`config.mk`:
```
export PLATFORM = sky130hd
export DESIGN_NAME = mcs4_bus_seq
export DESIGN_NICKNAME = d
export VERILOG_FILES = /design/src/rtl/mcs4_pkg.sv /design/src/rtl/mcs4_phase_gen.sv /design/src/rtl/mcs4_bus_seq.sv
export SDC_FILE = /design/constraint.sdc
export NUM_CORES = 1
export LEC_CHECK = 0
export BUFFER_PORTS_ARGS = -buffer_cell sky130_fd_sc_hd__buf_2
export CORE_MARGIN = 5
export CORE_UTILIZATION = 45
export DETAILED_ROUTE_END_ITERATION = 8
export MAX_ROUTING_LAYER = met4
export PLACE_DENSITY = 0.71
export SLEW_MARGIN = 20
export SYNTH_ARGS = -nofsm -noshare
export SYNTH_HDL_FRONTEND = slang
export SYNTH_HIERARCHICAL = 1
export SYNTH_SLANG_ARGS = --single-unit
```
`constraint.sdc`:
```
create_clock -name clk_i -period 2.2 [get_ports clk_i]
set_input_delay 0 -clock clk_i [delete_from_list [all_inputs] [get_ports clk_i]]
set_output_delay 0 -clock clk_i [all_outputs]
set_load 0.1 [all_outputs]
```
`src/rtl/mcs4_pkg.sv`:
```
// Shared types and constants for the MCS-4 CPU-side bus sequencer.
package mcs4_pkg;

    localparam int NIB_W  = 4;
    localparam int ADDR_W = 12;

    localparam logic [NIB_W-1:0] OPR_IO = 4'hE;

    typedef enum logic [2:0] {
        SC_A1 = 3'd0,
        SC_A2 = 3'd1,
        SC_A3 = 3'd2,
        SC_M1 = 3'd3,
        SC_M2 = 3'd4,
        SC_X1 = 3'd5,
        SC_X2 = 3'd6,
        SC_X3 = 3'd7
    } subcycle_e;

endpackage

```
`src/rtl/mcs4_phase_gen.sv`:
```
// Slot counter, non-overlapping PHI1/PHI2 generation, and the subcycle-wrap
// and data-sample strobes used by the bus sequencer.
module mcs4_phase_gen #(
    parameter int PHASE_LEN = 2
) (
    input  logic clk_i,
    input  logic RESET_N_i,
    output logic wrap_o,
    output logic sample_o,
    output logic phi1_o,
    output logic phi2_o
);

    localparam int SLOTS = 4 * PHASE_LEN;
    localparam int TW    = (SLOTS > 1) ? $clog2(SLOTS) : 1;

    localparam logic [TW-1:0] T_LAST   = TW'(SLOTS - 1);
    localparam logic [TW-1:0] T_SAMPLE = TW'(3 * PHASE_LEN - 1);
    localparam logic [TW-1:0] P1_END   = TW'(PHASE_LEN);
    localparam logic [TW-1:0] P2_BEG   = TW'(2 * PHASE_LEN);
    localparam logic [TW-1:0] P2_END   = TW'(3 * PHASE_LEN);

    logic          armed_q, armed_d;
    logic [TW-1:0] t_q, t_d;
    logic          phi1_q, phi1_d;
    logic          phi2_q, phi2_d;

    // The first edge after reset release only loads slot-0 outputs, so the
    // opening X3 subcycle is a full-length one with correctly phased clocks.
    always_comb begin
        armed_d = 1'b1;
        t_d     = '0;
        if (armed_q && (t_q != T_LAST)) begin
            t_d = t_q + TW'(1);
        end
        phi1_d = (t_d < P1_END);
        phi2_d = (t_d >= P2_BEG) && (t_d < P2_END);
    end

    always_ff @(posedge clk_i or negedge RESET_N_i) begin
        if (!RESET_N_i) begin
            armed_q <= 1'b0;
            t_q     <= '0;
            phi1_q  <= 1'b0;
            phi2_q  <= 1'b0;
        end else begin
            armed_q <= armed_d;
            t_q     <= t_d;
            phi1_q  <= phi1_d;
            phi2_q  <= phi2_d;
        end
    end

    assign wrap_o   = armed_q && (t_q == T_LAST);
    assign sample_o = armed_q && (t_q == T_SAMPLE);
    assign phi1_o   = phi1_q;
    assign phi2_o   = phi2_q;

endmodule

```
`src/rtl/mcs4_bus_seq.sv`:
```
// MCS-4 CPU-side bus sequencer: subcycle FSM, program counter, D-bus mux and
// OPR/OPA capture. Define MCS4_IO_CM_EN to add the M2 CM strobe and X2 I/O capture.
module mcs4_bus_seq
    import mcs4_pkg::*;
#(
    parameter int                PHASE_LEN = 2,
    parameter logic [ADDR_W-1:0] PC_RESET  = 12'h000
) (
    input  logic              clk_i,
    input  logic              RESET_N_i,
    input  logic              run_i,
    input  logic              pc_load_i,
    input  logic [ADDR_W-1:0] pc_load_val_i,
    input  logic [NIB_W-1:0]  D_i,
    output logic [NIB_W-1:0]  D_o,
    output logic              D_oe_o,
    output logic              PHI1_o,
    output logic              PHI2_o,
    output logic              SYNC_o,
    output logic              CM_o,
    output logic [ADDR_W-1:0] pc_o,
    output logic              instr_valid_o,
    output logic [NIB_W-1:0]  opr_o,
    output logic [NIB_W-1:0]  opa_o
`ifdef MCS4_IO_CM_EN
    ,
    output logic [NIB_W-1:0]  io_data_o,
    output logic              io_valid_o
`endif
);

    logic wrap;
    logic sample;

    mcs4_phase_gen #(
        .PHASE_LEN (PHASE_LEN)
    ) u_phase_gen (
        .clk_i     (clk_i),
        .RESET_N_i (RESET_N_i),
        .wrap_o    (wrap),
        .sample_o  (sample),
        .phi1_o    (PHI1_o),
        .phi2_o    (PHI2_o)
    );

    subcycle_e         sub_q, sub_d;
    logic              fetch_q, fetch_d;
    logic              ld_q, ld_d;
    logic [ADDR_W-1:0] pc_q, pc_d;
    logic [ADDR_W-1:0] tgt_q, tgt_d;
    logic [NIB_W-1:0]  d_q, d_d;
    logic              oe_q, oe_d;
    logic              cm_q, cm_d;
    logic              sync_q, sync_d;
    logic              valid_q, valid_d;
    logic [NIB_W-1:0]  opr_q, opr_d;
    logic [NIB_W-1:0]  opa_q, opa_d;
`ifdef MCS4_IO_CM_EN
    logic [NIB_W-1:0]  io_q, io_d;
    logic              io_v_q, io_v_d;
`endif

    always_comb begin
        sub_d   = sub_q;
        fetch_d = fetch_q;
        ld_d    = ld_q;
        pc_d    = pc_q;
        tgt_d   = tgt_q;
        opr_d   = opr_q;
        opa_d   = opa_q;
        valid_d = 1'b0;
        d_d     = '0;
        oe_d    = 1'b0;
        cm_d    = 1'b0;
`ifdef MCS4_IO_CM_EN
        io_d    = io_q;
        io_v_d  = 1'b0;
`endif

        if (pc_load_i) begin
            tgt_d = pc_load_val_i;
            ld_d  = 1'b1;
        end

        // A load arriving on the boundary clock is folded in via ld_d/tgt_d.
        if (wrap) begin
            sub_d = subcycle_e'(sub_q + 3'd1);
            if (sub_q == SC_X3) begin
                fetch_d = run_i;
                if (ld_d) begin
                    pc_d = tgt_d;
                    ld_d = 1'b0;
                end else if (fetch_q) begin
                    pc_d = pc_q + 12'd1;
                end
            end
        end

        if (sample && fetch_q) begin
            if (sub_q == SC_M1) begin
                opr_d = D_i;
            end
            if (sub_q == SC_M2) begin
                opa_d   = D_i;
                valid_d = 1'b1;
            end
`ifdef MCS4_IO_CM_EN
            if ((sub_q == SC_X2) && (opr_q == OPR_IO)) begin
                io_d   = D_i;
                io_v_d = 1'b1;
            end
`endif
        end

        sync_d = (sub_d == SC_X3);
        if (fetch_d) begin
            case (sub_d)
                SC_A1: begin
                    oe_d = 1'b1;
                    d_d  = pc_d[3:0];
                end
                SC_A2: begin
                    oe_d = 1'b1;
                    d_d  = pc_d[7:4];
                end
                SC_A3: begin
                    oe_d = 1'b1;
                    d_d  = pc_d[11:8];
                    cm_d = 1'b1;
                end
`ifdef MCS4_IO_CM_EN
                SC_M2: cm_d = (opr_d == OPR_IO);
`endif
                default: ;
            endcase
        end
    end

    always_ff @(posedge clk_i or negedge RESET_N_i) begin
        if (!RESET_N_i) begin
            sub_q   <= SC_X3;
            fetch_q <= 1'b0;
            ld_q    <= 1'b0;
            pc_q    <= PC_RESET;
            tgt_q   <= '0;
            d_q     <= '0;
            oe_q    <= 1'b0;
            cm_q    <= 1'b0;
            sync_q  <= 1'b0;
            valid_q <= 1'b0;
            opr_q   <= '0;
            opa_q   <= '0;
`ifdef MCS4_IO_CM_EN
            io_q    <= '0;
            io_v_q  <= 1'b0;
`endif
        end else begin
            sub_q   <= sub_d;
            fetch_q <= fetch_d;
            ld_q    <= ld_d;
            pc_q    <= pc_d;
            tgt_q   <= tgt_d;
            d_q     <= d_d;
            oe_q    <= oe_d;
            cm_q    <= cm_d;
            sync_q  <= sync_d;
            valid_q <= valid_d;
            opr_q   <= opr_d;
            opa_q   <= opa_d;
`ifdef MCS4_IO_CM_EN
            io_q    <= io_d;
            io_v_q  <= io_v_d;
`endif
        end
    end

    assign D_o           = d_q;
    assign D_oe_o        = oe_q;
    assign CM_o          = cm_q;
    assign SYNC_o        = sync_q;
    assign pc_o          = pc_q;
    assign instr_valid_o = valid_q;
    assign opr_o         = opr_q;
    assign opa_o         = opa_q;
`ifdef MCS4_IO_CM_EN
    assign io_data_o     = io_q;
    assign io_valid_o    = io_v_q;
`endif

endmodule

```
==> flow_metrics.py <==
metrics = {
    "clock_tree": {
        "cts_tree": "yes",
        "clk_pin_slew_worst_paths_ns": 0.09,
        "clock_path_buffers": 2,
        "cts_root_buf": "clkbuf_8",
        "clock_latency_ns": 0.31,
        "clock_sinks": 51,
        "cts_buffers": 5,
        "cts_max_level": 2,
    },
    "floorplanning": {
        "io_pins": 50,
        "die_width_um": 84.8,
        "core-area_um2": 5470,
        "start_util": 0.460,
        "rows": 27,
        "die_height_um": 84.8,
        "dieArea_um2": 7190,
    },
    "setup_path": {
        "crit_chain": "ha_1 -> ha_1 -> and2_2 -> and2_4 -> buf_12 -> o22ai_1 -> a211oi_2 -> a222oi_1 -> nor2_1",
        "critPathRequiredTime_ns": 2.40,
        "start_kind": "register",
        "cp_max_fo": 12,
        "cp_common_cell": "ha_1",
        "cp_slowest_stage_delay_ns": 0.39,
        "crit_slowest_cell": "dfrtp_1",
        "arrival_ns": 2.27,
        "path_class": "register to register",
        "cp-end-kind": "register",
    },
    "synth": {
        "synth_edf_count": 0,
        "synth_top_area_cell": "dfrtp_1",
        "synth.cell_area_um2": 2520,
        "synthTopCellsByArea": "dfrtp_1 48%, mux2_2 5.8%, ha_1 4.0%",
        "synth_warnings": 6,
        "syn_area_per_cell_um2": 11.4,
        "synth_fp_nets": 248,
        "ys_ff_latch": 51,
        "synthFlopType": "dfrtp_1",
        "async_flop_share": 1.00,
        "yosysTopAreaCellShare": 0.477,
        "synth_seq_area_share": 0.508,
        "synth_cell_types": 62,
        "synthCells": 220,
    },
    "sta": {
        "fin_crit_ns": 2.07,
        "finalHoldViolCount": 0,
        "fin_setup_tns_ns": 0,
        "finClkSkew_ns": 0.0120,
        "min_period_over_period": 0.942,
        "slew_viol_final": 0,
        "rsz0062_at_grt": "no",
        "final-setup-viol-count": 0,
        "fmax_mhz": 482,
    },
    "finish": {
        "final_cells": 368,
        "final_common_cell": "buf_2",
        "fillers": 498,
        "drive_gt1_frac": 0.372,
        "final_core_util": 0.579,
        "layout_common_cells": "49 x buf_2, 44 x dfrtp_1, 20 x nand2_1, 18 x dlygate4sd3_1, 13 x mux2_2",
        "fin_nets": 323,
        "insertedDiodeCount": 0,
        "synthToLayoutAreaGrowth_pct": 25.9,
        "finalInstanceArea_um2": 3170,
    },
    "global_route": {
        "grt.total_usage": 0.178,
        "grt_pass1_wl_um": 9940,
        "grt_max_degree": 33,
        "grt_pass1_vias": 2050,
        "antenna_found_initial": 0,
        "grt-ovfl-total": 0,
    },
    "outcome": {
        "status": "complete, no violations",
    },
    "routing": {
        "viasPerCell": 5.40,
        "drtAntennaViolNets": 0,
        "wl_met2_um": 2980,
        "drt_iter0_drc": 177,
        "top_layer_used": "met4",
        "route.detailed.drc": 0,
        "finalWirelength_um": 5850,
        "wl_met3_um": 382,
        "firstDrtPassIters": 4,
        "avgRoutedWirePerCell_um": 15.9,
        "dr_total_vias": 1987,
        "drt-met1-wl_um": 2400,
    },
    "power": {
        "seqPwrFrac": 0.513,
        "p_per_area_nw_per_um2": 616,
        "internal_power_mw": 1.46,
        "p_sw_frac": 0.253,
        "p_leak_nw": 1.48,
        "p_switching_mw": 0.494,
        "total_power_mw": 1.95,
        "peakVddDrop_v": 0.000448,
        "p_comb_frac": 0.144,
        "p_clk_frac": 0.342,
    },
    "worst_hold_path": {
        "holdCritPathClass": "input pin to async pin",
    },
    "place": {
        "place.gp.congestion": 0.964,
        "place_inst": 341,
        "portBuffers": 49,
        "post-dp-hpwl_um": 4380,
        "placed_cell_area_um2": 2850,
    },
    "flow_run": {
        "maxCapViolCount": 0,
    },
}
[final cells by class]
class | instances | area [µm²] | area share
inverters | 10 | 37.5 | 0.0118
repair buffers | 79 | 528 | 0.167
clock buffers | 6 | 82.6 | 0.0260
clock inverters | 2 | 35.0 | 0.0110
flip-flops and latches | 51 | 1280 | 0.405
well taps | 72 | 90.1 | 0.0284
multi-input cells | 148 | 1110 | 0.351
[cell families (layout without fill, tap and decap cells)]
logic type	Yosys count	count (layout)	synth area share
simple gates	69	69	0.162
mux	18	18	0.0795
flops	51	51	0.508
fa+ha+maj	8	8	0.0398
xor+xnor	1	1	0.00348
other cells	1	1	0.00149
compound gates	51	51	0.151
buf+inv	21	97	0.0547
[layer usage]
metal  vias up  track usage
li1        957            -
met1       962        0.218
met2        60        0.290
met3         8       0.0432
met4         0       0.0547
met5         -            -
[final timing paths]
kind	end	from	cells after the start	slack (ns)
worst max-delay path	D_o[1]	u_phase_gen/t_q[0]	9	0.13
worst min-delay path	ld_q	RESET_N_i	2	0.16
worst max register to register	D_o[1]	u_phase_gen/t_q[0]	9	0.13
worst min register to register	opa_o[2]	opa_o[2]	2	0.49
max in group asynchronous	sub_q[2]	RESET_N_i	3	1.23
min in group clk_i	tgt_q[1]	pc_load_i	2	0.24
[critical path: cells and delay by family, from the launching register on]
family / cells / cell delay, ns
buffers and inverters: 1 / 0.14
and+or+nand+nor: 3 / 0.48
DFF: 1 / 0.39
adders and majority gates: 2 / 0.38
AOI/OAI and AO/OA: 3 / 0.58
[synth_stat cells, drive strengths merged (2+ instances only)]
master / count
and3: 4
a311oi: 2
nand4: 5
o21ai: 5
dfrtp: 48
o22a: 2
mux2: 16
nor2b: 2
a22oi: 6
mux2i: 2
nand3: 6
and4: 3
a211oi: 4
o211ai: 3
dfstp: 3
o31ai: 2
inv: 10
nor3: 4
nand2: 20
a21oi: 8
or4: 2
nor4: 3
and2: 5
ha: 8
nor2: 10
o22ai: 6
buf: 11
[metrics by stage]
step,hold slack [ns],setup slack [ns]
finish,0.158,0.127
floorplan,-0.296,-0.0480
CTS,0.175,0.0603
global route,0.200,0.0118
detailed placement,-0.0323,0.0716
global placement,-0.0369,0.120
[repair_timing]
item,4_1_cts,5_1_grt
endpoints found under the setup margin,0,5
buffers inserted,0,1
endpoints found under the hold margin,40,0
resized for setup,0,4
hold buffers,18,0
[sequential cells by signal, indices dropped and copies added, names as in the netlist]
register	flops
u_phase_gen/phi1_o	1
tgt_q	12
ld_q	1
D_o	4
u_phase_gen/armed_q	1
D_oe_o	1
instr_valid_o	1
u_phase_gen/t_q	3
u_phase_gen/phi2_o	1
SYNC_o	1
sub_q	3
opr_o	4
fetch_q	1
opa_o	4
pc_o	12
CM_o	1
[power groups by stage]
stage          Sequential [mW]  Clock (mW)  Combinational, mW
6_report                  1.00       0.668              0.282
3_5_place_dp              1.02           0              0.259
4_1_cts                   1.00       0.689              0.284
3_3_place_gp              1.02           0              0.255
2_1_floorplan             1.08           0              0.120
5_1_grt                   1.01       0.729              0.309
(Power assumes the default switching activity.)
